`src/rtl/rotary_decoder_pkg.sv`:
```
`default_nettype none
// ============================================================================
// Module      : rot_pkg
// Description : Shared constants, types and helpers for the rotary-encoder
//               front end (direction encoding, quadrature phase names,
//               default debounce length, constant clog2).
// Revision    : 1.0 - initial release
// ============================================================================
package rot_pkg;

    // Direction reported on rot_left
    localparam logic ROT_CW  = 1'b0;
    localparam logic ROT_CCW = 1'b1;

    // 10 ms at 50 MHz
    localparam int c_DEBOUNCE_DEFAULT = 500000;

    // Synchronised {A,B} pin pair
    typedef enum logic [1:0] {
        PH_00 = 2'b00,
        PH_01 = 2'b01,
        PH_10 = 2'b10,
        PH_11 = 2'b11
    } quad_phase_t;

    // Number of bits needed to represent values 0 .. value-1
    function automatic int clog2(input int value);
        int result;
        int v;
        result = 0;
        v      = value - 1;
        while (v > 0) begin
            result = result + 1;
            v      = v >> 1;
        end
        return result;
    endfunction

endpackage
`default_nettype wire

```
`src/rtl/rotary_decoder_if.sv`:
```
`default_nettype none
// ============================================================================
// Module      : rotary_decoder_if
// Description : Pin/event bundle between the board-level rotary encoder and
//               its decoder.
//   rot_a, rot_b   raw quadrature channels (asynchronous)
//   rot_center     raw push switch, 1 = pressed (asynchronous)
//   rot_event      one-cycle pulse per detent
//   rot_left       direction of last detent, 1 = counter-clockwise
//   rot_press      one-cycle pulse on accepted press
//   master : drives the raw pins, consumes the events
//   slave  : the decoder
// Revision    : 1.0 - initial release
// ============================================================================
interface rotary_decoder_if;
    logic rot_a;
    logic rot_b;
    logic rot_center;
    logic rot_event;
    logic rot_left;
    logic rot_press;

    modport master (
        output rot_a, rot_b, rot_center,
        input  rot_event, rot_left, rot_press
    );

    modport slave (
        input  rot_a, rot_b, rot_center,
        output rot_event, rot_left, rot_press
    );
endinterface
`default_nettype wire

```
`src/rtl/rotary_decoder_sync_debounce.sv`:
```
`default_nettype none
// ============================================================================
// Module      : sync_debounce
// Description : Two-flop synchroniser followed by a counter debouncer. A new
//               level is accepted after DEBOUNCE_CYCLES consecutive samples
//               that differ from the currently accepted level. o_rise pulses
//               for one cycle when the accepted level goes 0 -> 1.
//   clk     system clock
//   rst     synchronous active-high reset
//   i_raw   asynchronous input
//   o_rise  one-cycle pulse on accepted rising level
// Revision    : 1.0 - initial release
// ============================================================================
module sync_debounce
    import rot_pkg::*;
#(
    parameter int DEBOUNCE_CYCLES = c_DEBOUNCE_DEFAULT,
    parameter int CNT_W           = clog2(DEBOUNCE_CYCLES + 1)
) (
    input  wire logic clk,
    input  wire logic rst,
    input  wire logic i_raw,
    output logic      o_rise
);

    localparam logic [CNT_W-1:0] c_CNT_LAST = CNT_W'(DEBOUNCE_CYCLES - 1);

    logic             r_meta;
    logic             r_sync;
    logic             r_level;
    logic             r_level_d;
    logic             r_rise;
    logic [CNT_W-1:0] r_cnt;

    always_ff @(posedge clk) begin
        if (rst) begin
            r_meta    <= 1'b0;
            r_sync    <= 1'b0;
            r_level   <= 1'b0;
            r_level_d <= 1'b0;
            r_rise    <= 1'b0;
            r_cnt     <= '0;
        end else begin
            r_meta    <= i_raw;
            r_sync    <= r_meta;
            r_level_d <= r_level;
            r_rise    <= r_level & ~r_level_d;

            // Any sample matching the accepted level restarts the run, so
            // only an unbroken run of the opposite level is accepted.
            if (r_sync == r_level) begin
                r_cnt <= '0;
            end else if (r_cnt == c_CNT_LAST) begin
                r_level <= r_sync;
                r_cnt   <= '0;
            end else begin
                r_cnt <= r_cnt + 1'b1;
            end
        end
    end

    assign o_rise = r_rise;

endmodule
`default_nettype wire

```
`src/rtl/rotary_decoder.sv`:
```
`default_nettype none
// ============================================================================
// Module      : rotary_decoder
// Description : Spartan-3E rotary encoder front end. Synchronises the A/B
//               quadrature pins, filters them down to one rising edge per
//               detent and reports direction; debounces the centre push.
//   clk     system clock (50 MHz)
//   reset   synchronous active-high reset
//   bus     rotary_decoder_if.slave: raw pins in, rot_event/rot_left/
//           rot_press out
// Revision    : 1.0 - initial release
// ============================================================================
module rotary_decoder
    import rot_pkg::*;
#(
    parameter int DEBOUNCE_CYCLES = c_DEBOUNCE_DEFAULT,
    parameter int CNT_W           = clog2(DEBOUNCE_CYCLES + 1)
) (
    input  wire logic        clk,
    input  wire logic        reset,
    rotary_decoder_if.slave  bus
);

    logic        r_a_meta;
    logic        r_a_s;
    logic        r_b_meta;
    logic        r_b_s;
    logic        r_q1;
    logic        r_q2;
    logic        r_q1_d;
    logic [1:0]  r_arm_cnt;
    logic        r_armed;
    logic        r_event;
    logic        r_left;
    logic        w_press;
    logic        w_q1_rise;
    quad_phase_t w_phase;

    assign w_phase   = quad_phase_t'({r_a_s, r_b_s});
    assign w_q1_rise = r_armed & r_q1 & ~r_q1_d;

    always_ff @(posedge clk) begin
        if (reset) begin
            r_a_meta  <= 1'b0;
            r_a_s     <= 1'b0;
            r_b_meta  <= 1'b0;
            r_b_s     <= 1'b0;
            r_q1      <= 1'b0;
            r_q2      <= 1'b0;
            r_q1_d    <= 1'b0;
            r_arm_cnt <= 2'd0;
            r_armed   <= 1'b0;
            r_event   <= 1'b0;
            r_left    <= ROT_CW;
        end else begin
            r_a_meta <= bus.rot_a;
            r_a_s    <= r_a_meta;
            r_b_meta <= bus.rot_b;
            r_b_s    <= r_b_meta;

            // q1 only moves on the 00/11 corners and q2 only on the
            // 10/01 transitions, so chatter on one channel cannot
            // produce more than one q1 edge.
            case (w_phase)
                PH_00:   r_q1 <= 1'b0;
                PH_10:   r_q2 <= ROT_CW;
                PH_01:   r_q2 <= ROT_CCW;
                PH_11:   r_q1 <= 1'b1;
                default: r_q1 <= r_q1;
            endcase

            r_q1_d <= r_q1;

            // Stay disarmed long enough for pins resting at 11 during
            // reset to propagate into q1/q1_d without firing an event.
            if (!r_armed) begin
                if (r_arm_cnt == 2'd3) begin
                    r_armed <= 1'b1;
                end else begin
                    r_arm_cnt <= r_arm_cnt + 2'd1;
                end
            end

            r_event <= w_q1_rise;
            if (w_q1_rise) begin
                r_left <= r_q2;
            end
        end
    end

    sync_debounce #(
        .DEBOUNCE_CYCLES (DEBOUNCE_CYCLES),
        .CNT_W           (CNT_W)
    ) u_center (
        .clk    (clk),
        .rst    (reset),
        .i_raw  (bus.rot_center),
        .o_rise (w_press)
    );

    assign bus.rot_event = r_event;
    assign bus.rot_left  = r_left;
    assign bus.rot_press = w_press;

endmodule
`default_nettype wire

```
`src/flat_wrapper.sv`:
```
// flat-port wrapper written by rule: the top's interface ports become plain ports
module rotary_decoder_flat import rot_pkg::*;
#(
    parameter int DEBOUNCE_CYCLES = c_DEBOUNCE_DEFAULT,
    parameter int CNT_W           = clog2(DEBOUNCE_CYCLES + 1)
)
  (clk, reset, bus_rot_a, bus_rot_b, bus_rot_center, bus_rot_event, bus_rot_left, bus_rot_press);
  rotary_decoder_if bus_i ();
  input  wire logic clk;
  input  wire logic reset;
  input wire logic [$bits(bus_i.rot_a)-1:0] bus_rot_a;
  input wire logic [$bits(bus_i.rot_b)-1:0] bus_rot_b;
  input wire logic [$bits(bus_i.rot_center)-1:0] bus_rot_center;
  output wire logic [$bits(bus_i.rot_event)-1:0] bus_rot_event;
  output wire logic [$bits(bus_i.rot_left)-1:0] bus_rot_left;
  output wire logic [$bits(bus_i.rot_press)-1:0] bus_rot_press;
  assign bus_i.rot_a = bus_rot_a;
  assign bus_i.rot_b = bus_rot_b;
  assign bus_i.rot_center = bus_rot_center;
  assign bus_rot_event = bus_i.rot_event;
  assign bus_rot_left = bus_i.rot_left;
  assign bus_rot_press = bus_i.rot_press;
  rotary_decoder #(.DEBOUNCE_CYCLES(DEBOUNCE_CYCLES), .CNT_W(CNT_W)) u_core (.clk(clk), .reset(reset), .bus(bus_i));
endmodule
```
`config.mk`:
```
export PLATFORM = sky130hd
export DESIGN_NAME = rotary_decoder_flat
export DESIGN_NICKNAME = d
export VERILOG_FILES = /design/src/rtl/rotary_decoder_pkg.sv /design/src/rtl/rotary_decoder_if.sv /design/src/rtl/rotary_decoder_sync_debounce.sv /design/src/rtl/rotary_decoder.sv /design/src/flat_wrapper.sv
export SDC_FILE = /design/constraint.sdc
export NUM_CORES = 1
export LEC_CHECK = 0
export CORE_MARGIN = 2
export CORE_UTILIZATION = 37
export DETAILED_ROUTE_END_ITERATION = 10
export PLACE_DENSITY = 0.53
export SYNTH_ARGS = -nofsm -noshare
export SYNTH_HDL_FRONTEND = slang
export SYNTH_SLANG_ARGS = --single-unit
```
`constraint.sdc`:
```
create_clock -name clk -period 1.3 [get_ports clk]
set_input_delay 0.26 -clock clk [delete_from_list [all_inputs] [get_ports clk]]
set_output_delay 0.26 -clock clk [all_outputs]
set_load 0.05 [all_outputs]
```
Word-level counts from Yosys, hierarchy flattened
Index checks and enable logic that the tools add are counted.
- bits in registers: 36
- input port bits: 5
- output and inout bits: 3
- logic and storage cells: 43
- $add $sub $neg: 2
- equal/unequal tests: 6
- muxes and demuxes: 4
- bitwise gates (word level): 8
- reductions and logical operators: 6
- operators with widths (operator ; number):
    19-bit by 1-bit adder with 19-bit output, second input constant ; 1
    19-bit equality test, second input constant ; 1
    2-bit equality test, second input constant ; 3
    1-bit inverter ; 5
    1-bit case mux with 2 select lines ; 2
    2-bit AND reduction ; 2
    2-bit nonzero test ; 2
    1-bit AND ; 3
    3-bit OR reduction ; 1
    2-bit by 1-bit adder with 2-bit output, second input constant ; 1
    2-bit by 1-bit equality test with 1-bit output, second input constant ; 1
    2-bit zero test ; 1
    1-bit 2-to-1 mux ; 2
    1-bit equality test ; 1

Longest topological paths before layout
Gate-level depths: netlist of the first run.
- word-level depth: 3
- mapped depth: 5
- mapped depth without buffers: 5

Hierarchy
From an unflattened synthesis of the first run, not the netlist that was laid out.
- cells, all modules: 150
- area total of the unflattened synthesis: 1446.4 um2
- modules (own cells, without submodules) (module ; times used ; cells an instance ; area an instance (um2) ; seq. area each (um2)):
    sync_debounce ; 1 ; 111 ; 1019.7 ; 480.5
    rotary_decoder ; 1 ; 39 ; 426.7 ; 240.2

Least setup slack after synthesis of the first run
Ideal clock, no wire load.
- path kind: reg-to-reg
- from: register u_core.u_center.r_cnt[8]
- to: register u_core.u_center.r_cnt[17]
- library setup time: 0.066 ns
- arrival time: 1.374 ns
- data required time: 1.234 ns
- setup slack: -0.140 ns
- cell stages (with the launch flop): 5
- buffers on the path: 0
- period minus slack after synthesis: 1.440 ns
- path through: dfxtp_1 > and4_4 > nand4_4 > or4_4 > a21oi_2
- word-level cells in the longest chain between the ends: 2
- elaborated cells on any way between the ends: 3
- classes of those cells: add/sub: 1; eq/ne: 1; reduce/logical: 1
- ends and longest elaborated chain (element ; RTL line ; text):
    start: declaration ; rotary_decoder_sync_debounce.sv:33 ; logic [CNT_W-1:0] r_cnt;
    start signal: assignment ; rotary_decoder_sync_debounce.sv:57 ; r_cnt <= r_cnt + 1'b1;
    parallel branches: the longest is 2 deep, another holds 19-bit by 1-bit adder with 19-bit output ; -- ;
Parallel ways; which one is timed is not known.
A chain may end at the register's enable or synchronous reset.

Worst setup path after layout of the first run
- from: register u_core.u_center.r_cnt[10]
- to: register u_core.u_center.r_cnt[17]
The elaborated chain is that of the path after synthesis.

==> results.yml, run 1 <==
status:
  status: "finished, violations left"
  violations: "setup timing"
pwr:
  p_int_uw: 1780
  swShare_pct: 21.9
  ir_drop_mv: 0.796
  powerDensity_mw_per_mm2: 1100
  p_seq_share_pct: 51.4
  pwr-share-comb_pct: 5.7
  p_clk_share_pct: 43.0
  power.switching_uw: 499
  leakage_uw: 0.000832
clock_tree:
  clock_path_buffers: 2
  numCtsBuffers: 5
  path_clk_slew_ns: 0.07
  cts.sinks: 36
  cts.htree.levels: 2
  cts_tree: "done"
  worstSkewPairLatency_ns: 0.29
  cts-root-buf: "clkbuf_8"
sta:
  hold_violations: 0
  setup_violations: 19
  rsz0062_at_grt: "yes"
  worstMarginPinSlew_ns: 0.298
  finalClockSkew_ns: 0.00212
  setup_tns_ns: -0.453
  period_minus_slack_ns: 1.36
  fin_crit_sh_pct: 105
  layout_setup_ws_ns: -0.0628
  slew_headroom_pct: 80.1
  fmax_ghz: 0.734
  drv_slew: 0
critical_path:
  start_kind: "flip-flop"
  cp-endpoint: "u_core.u_center.r_cnt[17]"
  critPathCaptureType: "flip-flop"
  crit_type: "flip-flop to flip-flop"
  crit_arrival_ns: 1.59
  worstPathMaxFanout: 3
  crit_start: "u_core.u_center.r_cnt[10]"
  r2r-start: "u_core.u_center.r_cnt[10]"
  r2r-end: "u_core.u_center.r_cnt[17]"
  worst-r2r-cell-count: 4
  worst-endpoint-required_ns: 1.53
  reg2reg_slack_ns: -0.06
route:
  ant_nets: 0
  num_vias: 1154
  dr.first_iter.drc_count: 43
  dr.pass1.iters: 4
  wl_per_cell_um: 11.8
  routed_wl_um: 2810
  routed_via_density: 4.83
  post-route-drc-count: 0
die:
  core_area_mm2: 0.00372
  io_pins: 8
  placementRows: 22
  start_util_pct: 38.8
  dieArea_mm2: 0.00441
  fp.dieW_um: 66.4
  die_height_um: 66.4
grt:
  grt_pass1_wl_um: 4990
  grtUsageTotal_pct: 15.0
  antenna_found_initial: 0
  grt_overflow: 0
  grt_max_degree: 13
  grt_pass1_vias: 1125
flow_run:
  cap_violations: 0
synthesis:
  syn_nets: 156
  synth_seq_cells: 36
  synthesis.area_mm2: 0.00144
  synth_area_leaders: "dfxtp_1 (50%), nor2_1 (6.0%), xnor2_1 (4.9%)"
  syn-instance-count: 147
  synth_top_cell_area_share_pct: 50.0
  seq_area_frac_synth_pct: 50.0
  ys_types: 33
  ys_warn_count: 0
  yosys.area.top_type: "dfxtp_1"
  avgSynthCellArea_um2: 9.81
layout:
  nets: 199
  stdcell_area_mm2: 0.00206
  layout.cells.non_filler: 239
  area_delta_synth_final_pct: 43.1
  drive_above_1_share_pct: 38.7
  diodes: 0
place:
  dp.cells: 225
  dp_hpwl_um: 2050
  post_dp_cell_area_mm2: 0.00183
  place_congestion: 0.779
  port_buffers: 7
hold_path:
  min_path_type: "flip-flop to flip-flop"
kinds of logic (layout without fill, tap and decap cells):
family	count (synthesis)	in the layout	share of synthesized area (%)
XOR/XNOR	16	16	9.72
multiplexers	3	3	2.08
buffers and inverters	8	52	2.52
AO/OA/AOI/OAI	11	11	4.77
adder cells (fa/ha/maj)	4	4	3.47
flip-flops	36	36	50.0
AND/OR/NAND/NOR	69	69	27.4
cells in the mapped netlist (all sizes together):
cell / instances
and4bb: 1
buf: 3
nand4: 8
clkbuf: 1
nor2b: 9
nand3: 7
or4: 1
and3b: 1
nand2: 4
o31ai: 1
dfxtp: 36
xor2: 8
mux2i: 3
inv: 4
a21oi: 4
nor3b: 1
nor3: 2
nor2: 23
and3: 3
o41ai: 1
ha: 4
and4: 3
o21ai: 5
nor4: 3
xnor2: 8
or3: 2
nand3b: 1
power by group through the flow:
stage / Clock (µW) / Sequential [µW] / Combinational [µW]
6_report: 977 / 1170 / 130
5_1_grt: 1040 / 1170 / 144
4_1_cts: 995 / 1170 / 131
3_5_place_dp: 0 / 1200 / 129
3_3_place_gp: 0 / 1190 / 120
2_1_floorplan: 0 / 1190 / 91.8
placed cells by master, fill, tap and decap left out, types with 2 or more instances in the layout:
| master | Yosys | final |
|---|---|---|
| buf_4 | 1 | 30 |
| or3_1 | 2 | 2 |
| nor2b_1 | 9 | 9 |
| xnor2_1 | 8 | 8 |
| dfxtp_2 | 0 | 9 |
| a21oi_1 | 3 | 3 |
| o21ai_0 | 4 | 3 |
| dfxtp_4 | 0 | 2 |
| nor3_1 | 2 | 2 |
| buf_6 | 0 | 3 |
| clkdlybuf4s50_1 | 0 | 4 |
| buf_12 | 0 | 3 |
| ha_1 | 4 | 3 |
| nor4_4 | 0 | 2 |
| inv_1 | 4 | 4 |
| nand3_1 | 7 | 7 |
| and4_4 | 1 | 3 |
| nor2_1 | 23 | 21 |
| dfxtp_1 | 36 | 25 |
| clkbuf_8 | 0 | 5 |
| nand2_1 | 4 | 4 |
| xor2_1 | 8 | 8 |
| nand4_1 | 7 | 7 |
| mux2i_1 | 3 | 3 |
per-stage QoR:
step           util (%)  hold slack, ns  total power, µW  setup WS, ns
3_5_place_dp       49.2           0.380             1330       -0.0815
5_1_grt            55.5           0.409             2360        -0.132
2_1_floorplan         -           0.332             1280       -0.0557
3_3_place_gp       49.2           0.380             1310       -0.0579
4_1_cts            54.6           0.395             2290       -0.0622
6_report           55.5           0.388             2270       -0.0628
registers in the layout, indices dropped and copies added (netlist names):
name,count
u_core.bus.rot_event,1
u_core.bus.rot_left,1
u_core.r_a_meta,1
u_core.r_a_s,1
u_core.r_arm_cnt,2
u_core.r_armed,1
u_core.r_b_meta,1
u_core.r_b_s,1
u_core.r_q1,1
u_core.r_q1_d,1
u_core.r_q2,1
u_core.u_center.o_rise,1
u_core.u_center.r_cnt,19
u_core.u_center.r_level,1
u_core.u_center.r_level_d,1
u_core.u_center.r_meta,1
u_core.u_center.r_sync,1
critical path, stage by stage (launching register included):
cell	delay, ns
dfxtp_4	0.36
and4_4	0.24
nand4_4	0.07
or4_4	0.52
a21oi_2	0.12
metal layers:
layer	wire length, µm	GRT usage (%)
met4	63	6.89
met1	1350	19.2
met5	0	0
met3	56	3.58
met2	1340	23.8
worst min-delay path by stage:
| stage | from | to | cells after the start |
|---|---|---|---|
| final | u_core.u_center.r_level_d | u_core.u_center.o_rise | 1 |
| after global routing | u_core.u_center.r_level_d | u_core.u_center.o_rise | 1 |
| after CTS | u_core.u_center.r_level_d | u_core.u_center.o_rise | 1 |
| after detailed placement | u_core.u_center.r_level_d | u_core.u_center.o_rise | 1 |
| after global placement | u_core.u_center.r_level_d | u_core.u_center.o_rise | 1 |
| after floorplan | reset | u_core.r_a_meta | 1 |
final cells by class:
class | instances | area, µm²
Tap cell | 48 | 60.1
Multi-Input combinational cell | 103 | 777
Inverter | 4 | 15.0
Sequential cell | 36 | 739
Timing Repair Buffer | 40 | 359
Fill cell | 336 | 1650
Clock buffer | 5 | 68.8
Clock inverter | 3 | 42.5
repair_timing:
action                                  4_1_cts  5_1_grt
resized for setup                            14        6
hold buffers                                  0        0
pin swaps                                    12        5
hold endpoints to repair                      0        0
endpoints found under the setup margin       19       19
buffers inserted                              5        1
(Power assumes the default switching activity.)
==> run 2, diff against run 1 <==
--- a/config.mk
+++ b/config.mk
@@ -8,7 +8,8 @@
 export CORE_MARGIN = 2
 export CORE_UTILIZATION = 37
 export DETAILED_ROUTE_END_ITERATION = 10
-export PLACE_DENSITY = 0.53
+export GPL_ROUTABILITY_DRIVEN = 0
+export PLACE_DENSITY_LB_ADDON = 0.08
 export SYNTH_ARGS = -nofsm -noshare
 export SYNTH_HDL_FRONTEND = slang
 export SYNTH_SLANG_ARGS = --single-unit
==> run 2 against run 1 <==
  * The run still ends with setup timing left
  * Critical path depth unchanged
  * Sequential power is essentially flat
  * Worst setup slack worse by 0.012 ns
  * Non-clock buffer count down 2
  * Fmax decreased by 0.90%
==> results.yml, run 2 (same netlist as run 1, synthesis figures left out) <==
sta:
  setup_tns_ns: -0.516
  slew_headroom_pct: 82.7
  worstMarginPinSlew_ns: 0.257
  period_minus_slack_ns: 1.38
  layout_setup_ws_ns: -0.0751
  rsz0062_at_grt: "yes"
  hold_violations: 0
  setup_violations: 19
  drv_slew: 0
  finalClockSkew_ns: 0.00526
  fmax_ghz: 0.727
  fin_crit_sh_pct: 106
critical_path:
  r2r-start: "u_core.u_center.r_cnt[10]"
  crit_start: "u_core.u_center.r_cnt[10]"
  start_kind: "flip-flop"
  worst-endpoint-required_ns: 1.53
  critPathCaptureType: "flip-flop"
  crit_type: "flip-flop to flip-flop"
  worstPathMaxFanout: 3
  crit_arrival_ns: 1.61
die:
  start_util_pct: 38.8
  placementRows: 22
  dieArea_mm2: 0.00441
  core_area_mm2: 0.00372
  die_height_um: 66.4
  fp.dieW_um: 66.4
  io_pins: 8
route:
  post-route-drc-count: 0
  routed_via_density: 4.78
  ant_nets: 0
  dr.first_iter.drc_count: 58
  wl_per_cell_um: 12.0
  dr.pass1.iters: 4
  num_vias: 1133
  routed_wl_um: 2860
clock_tree:
  path_clk_slew_ns: 0.07
  cts.sinks: 36
  cts.htree.levels: 2
  cts_tree: "done"
  numCtsBuffers: 5
  ctsHoldBuffers: 0
  clock_path_buffers: 2
  cts-root-buf: "clkbuf_8"
  worstSkewPairLatency_ns: 0.29
layout:
  nets: 197
  fill_cells: 362
  top_regs: "u_core.u_center.r_cnt (19), u_core.r_arm_cnt (2)"
  stdcell_area_mm2: 0.00200
  drive_above_1_share_pct: 37.0
  largest_reg_flops: 19
  area_delta_synth_final_pct: 38.8
  diodes: 0
  mostFrequentLayoutCell: "buf_4"
  multi_input_area_um2: 752
  ff_latch_area_um2: 736
  final_util_pct: 53.8
  top_register: "u_core.u_center.r_cnt"
  final_cell_mix: "buf_4 (28), dfxtp_1 (26), nor2_1 (19)"
hold_path:
  min_path_type: "flip-flop to flip-flop"
  hp-start: "u_core.u_center.r_level_d"
place:
  post_dp_cell_area_mm2: 0.00183
  port_buffers: 7
  dp_hpwl_um: 2110
grt:
  grt_overflow: 0
  grtUsageTotal_pct: 15.9
  grtUsageMet2_pct: 24.5
  grt_pass1_vias: 1151
  grtUsageMet1_pct: 19.7
  grt_pass1_wl_um: 5150
  antenna_found_initial: 0
  busiest_layer: "met2"
  grt_use_met3_pct: 6.13
  grt_max_degree: 12
status:
  status: "finished, violations left"
  violations: "setup timing"
pwr:
  ir_drop_mv: 0.773
  leakage_uw: 0.000768
  powerDensity_mw_per_mm2: 1060
flow_run:
  cap_violations: 0
run 2: changes by cell type in the layout (fill, tap and decap cells not counted), sizes merged:
cell / change
bufinv: -1
clkbuf: +2
buf: -2
clkinv: -1
run 2: what timing repair did:
item,CTS,global route
resized for setup,13,2
cloned,0,0
pin swaps,16,1
hold endpoints to repair,0,0
endpoints found under the setup margin,19,19
buffers inserted,3,0
run 2: power by group:
part | internal (µW) | total, µW | switching, µW
Clock | 430 | 815 | 385
Combinational | 70.0 | 137 | 67.2
Sequential | 1140 | 1170 | 26.4
Total | 1640 | 2120 | 478
run 2: through the flow:
step	hold slack, ns	cells	setup WS [ns]	total power (µW)
2_1_floorplan	0.332	147	-0.0557	1280
3_3_place_gp	0.372	226	-0.134	1310
3_5_place_dp	0.381	226	-0.124	1330
4_1_cts	0.392	237	-0.0790	2150
5_1_grt	0.407	237	-0.153	2230
6_report	0.388	237	-0.0751	2120
run 2: worst max-delay path, cell delays in order, from the launching register on:
cell,delay [ns]
dfxtp_2,0.36
and4_4,0.25
nand4_4,0.09
or4_4,0.49
a21oi_2,0.12
run 2: path summary, 6_finish.rpt:
| kind | to | slack (ns) | cells past startpoint |
|---|---|---|---|
| setup / recovery | u_core.u_center.r_cnt[17] | -0.08 | 4 |
| hold / removal | u_core.u_center.o_rise | 0.39 | 1 |
| setup reg to reg | u_core.u_center.r_cnt[17] | -0.08 | 4 |
| hold reg to reg | u_core.u_center.o_rise | 0.39 | 1 |
run 2: layout make-up:
cell class / count / share of cell area, %
clock buffers: 7 / 4.32
clock inverters: 1 / 0.375
inverters: 4 / 0.750
multi-input cells: 103 / 37.6
flip-flops and latches: 36 / 36.8
well taps: 48 / 3.00
repair buffers: 38 / 17.2
run 2: metal layers:
metal,share of wire [%],vias up
met3,3.7,7
met5,0,-
met4,1.9,0
met1,49,526
met2,45,11
li1,-,589
==> run 3, diff against run 2 <==
--- a/config.mk
+++ b/config.mk
@@ -5,11 +5,13 @@
 export SDC_FILE = /design/constraint.sdc
 export NUM_CORES = 1
 export LEC_CHECK = 0
-export CORE_MARGIN = 2
+export CORE_MARGIN = 8
 export CORE_UTILIZATION = 37
 export DETAILED_ROUTE_END_ITERATION = 10
 export GPL_ROUTABILITY_DRIVEN = 0
 export PLACE_DENSITY_LB_ADDON = 0.08
+export SKIP_CTS_REPAIR_TIMING = 1
 export SYNTH_ARGS = -nofsm -noshare
 export SYNTH_HDL_FRONTEND = slang
+export SYNTH_HIERARCHICAL = 1
 export SYNTH_SLANG_ARGS = --single-unit
==> run 3 against run 2 <==
  * The flow still finishes with violations (setup timing)
  * Clock power is 3.2% lower
  * Critical path depth increased by 2
  * Non-clock buffer count is 7 higher
  * Final cell count is 5.1% higher
  * Power decreased by 1.7%
  * Fmax decreased by 16%
  * Combinational power is 6% lower
  * Via count is 3.5% higher
  * Clock skew is essentially flat
  * Synthesized area up 0.35%
  * Largest power group unchanged
  * Core utilization rose by 0.94 points
  * Count of clock-buffer cells in the layout down 1
==> results.yml, run 3 <==
status:
  status: "finished, violations left"
  violations: "setup timing"
critical_path:
  crit_family: "simple AND/OR/NAND/NOR gates"
  crit_arrival_ns: 1.81
  start_kind: "flip-flop"
  r2r-end: "u_core/u_center/r_cnt[14]"
  worst-endpoint-required_ns: 1.47
  worst-r2r-cell-count: 6
  cp_num_cells: 6
  critPathMaxStageDelay_ns: 0.44
  reg2reg_slack_ns: -0.34
  crit_buf_inv: 1
  cp_slowest_cell: "or4_4"
  crit_chain: "ha_4, nand3_4, or4_4, o31ai_4, buf_4, nor2_1"
  r2r-start: "u_core/u_center/r_cnt[1]"
  worstPathMaxFanout: 6
  crit_type: "flip-flop to flip-flop"
  critPathCaptureType: "flip-flop"
route:
  routed_wl_um: 2940
  ant_nets: 0
  dr.first_iter.drc_count: 83
  wl_per_cell_um: 11.8
  dr.pass1.iters: 4
  post-route-drc-count: 0
  routed_via_density: 4.71
  num_vias: 1173
layout:
  nets: 209
  fill_cells: 347
  final_cell_mix: "buf_4 (36), dfxtp_1 (34), nor2_1 (19)"
  largest_reg_flops: 19
  area_delta_synth_final_pct: 40.7
  mostFrequentLayoutCell: "buf_4"
  stdcell_area_mm2: 0.00204
  diodes: 0
  drive_above_1_share_pct: 31.8
  top_register: "u_core/u_center/r_cnt"
  top_regs: "u_core/u_center/r_cnt (19), u_core/r_arm_cnt (2)"
grt:
  grtUsageTotal_pct: 10.1
  antenna_found_initial: 0
  grt_pass1_wl_um: 4890
  grt_max_degree: 17
  grt_overflow: 0
  grt_pass1_vias: 1123
die:
  placementRows: 22
  fp.dieW_um: 78.5
  die_height_um: 78.5
  start_util_pct: 38.9
  dieArea_mm2: 0.00617
  core_area_mm2: 0.00372
  io_pins: 8
clock_tree:
  numCtsBuffers: 5
  cts.htree.levels: 2
  path_clk_slew_ns: 0.07
  worstSkewPairLatency_ns: 0.28
  cts.sinks: 36
  cts-root-buf: "clkbuf_8"
  cts_tree: "done"
  clock_path_buffers: 2
hold_path:
  hp-start: "u_core/u_center/r_level_d"
  min_path_cells: 1
  min_path_type: "flip-flop to flip-flop"
  hold-path-endpoint: "u_core/u_center/o_rise"
sta:
  setup_violations: 20
  slew_headroom_pct: 78.6
  drv_slew: 0
  fin_crit_sh_pct: 126
  finalClockSkew_ns: 0.00495
  layout_setup_ws_ns: -0.344
  period_minus_slack_ns: 1.64
  rsz0062_at_grt: "yes"
  worstMarginPinSlew_ns: 0.318
  hold_violations: 0
  fmax_ghz: 0.608
synthesis:
  yosysMostFrequentCell: "dfxtp_1"
  yosys-top-cells-count: "dfxtp_1 (36), nor2_1 (23), xnor2_1 (12)"
  syn-instance-count: 150
  syn_nets: 159
  ys_types: 31
  avgSynthCellArea_um2: 9.64
  synthesis.area_mm2: 0.00145
  synth_seq_cells: 36
  synth-edff-count: 0
  synth_area_leaders: "dfxtp_1 (50%), xnor2_1 (7.3%), nor2_1 (6.0%)"
  synth_top_cell_area_share_pct: 49.8
  ys_warn_count: 6
  async_flop_share_pct: 0
  yosys.area.top_type: "dfxtp_1"
  synthFlopType: "dfxtp_1"
  seq_area_frac_synth_pct: 49.8
flow_run:
  cap_violations: 0
place:
  post_dp_cell_area_mm2: 0.00189
  dp_hpwl_um: 2260
  port_buffers: 7
pwr:
  leakage_uw: 0.000753
  powerDensity_mw_per_mm2: 1020
  power_uw: 2090
  ir_drop_mv: 0.613
run 3: layout make-up:
type                    instances  area, µm²  share of cell area (%)
repair buffers                 45        393                    19.3
well taps                      48       60.1                    2.95
clock inverters                 2       10.0                   0.492
clock buffers                   6       82.6                    4.06
flip-flops and latches         36        728                    35.8
inverters                       7       26.3                    1.29
multi-input cells             105        736                    36.1
run 3: worst max-delay path by stage:
stage / start / endpoint / slack [ns]
floorplan: u_core/u_center/r_cnt[1] / u_core/u_center/r_cnt[10] / -0.46
global placement: u_core/u_center/r_cnt[1] / u_core/u_center/r_cnt[1] / -0.31
detailed placement: u_core/u_center/r_cnt[1] / u_core/u_center/r_cnt[9] / -0.36
CTS: u_core/u_center/r_cnt[1] / u_core/u_center/r_cnt[9] / -0.37
global route: u_core/u_center/r_cnt[0] / u_core/u_center/r_cnt[13] / -0.40
finish: u_core/u_center/r_cnt[1] / u_core/u_center/r_cnt[14] / -0.34
run 3: cells by family (layout without fill, tap and decap cells):
group | count (synthesis) | in the layout | synth area share (%)
buffers and inverters | 9 | 60 | 2.94
adders and majority gates | 4 | 4 | 3.46
DFF | 36 | 36 | 49.8
xor gates and xnor gates | 14 | 14 | 8.48
and+or+nand+nor | 71 | 71 | 26.6
AOI/OAI and AO/OA | 12 | 12 | 5.97
muxes | 4 | 4 | 2.77
run 3: worst register-to-register path, cell delays in order, from the launching register on:
cell     delay, ns
dfxtp_4       0.37
ha_4          0.15
nand3_4       0.07
or4_4         0.44
o31ai_4       0.26
buf_4         0.20
nor2_1        0.05
run 3: metal layers:
metal | wire length [µm] | share of wire (%) | global-route usage, %
met2 | 1370 | 47 | 16.0
met1 | 1460 | 49 | 11.6
met5 | 0 | 0 | 0
met4 | 27 | 0.92 | 3.89
met3 | 86 | 2.9 | 4.33
run 3: metrics by stage:
step	instances	hold slack, ns	util [%]	setup TNS (ns)	setup WS [ns]
after floorplan	150	0.332	-	-7.61	-0.455
after global placement	240	0.374	50.9	-5.88	-0.313
after detailed placement	240	0.381	50.9	-6.67	-0.359
after CTS	248	0.391	53.4	-6.89	-0.368
after global routing	249	0.405	54.8	-7.57	-0.396
final	249	0.387	54.8	-6.49	-0.344
run 3: where the power goes:
group / total [µW] / leakage (µW) / internal [µW] / switching (µW)
logic: 129 / 0.000409 / 75.4 / 53.4
registers: 1170 / 0.000293 / 1140 / 27.2
clock network: 789 / 0.0000510 / 422 / 367
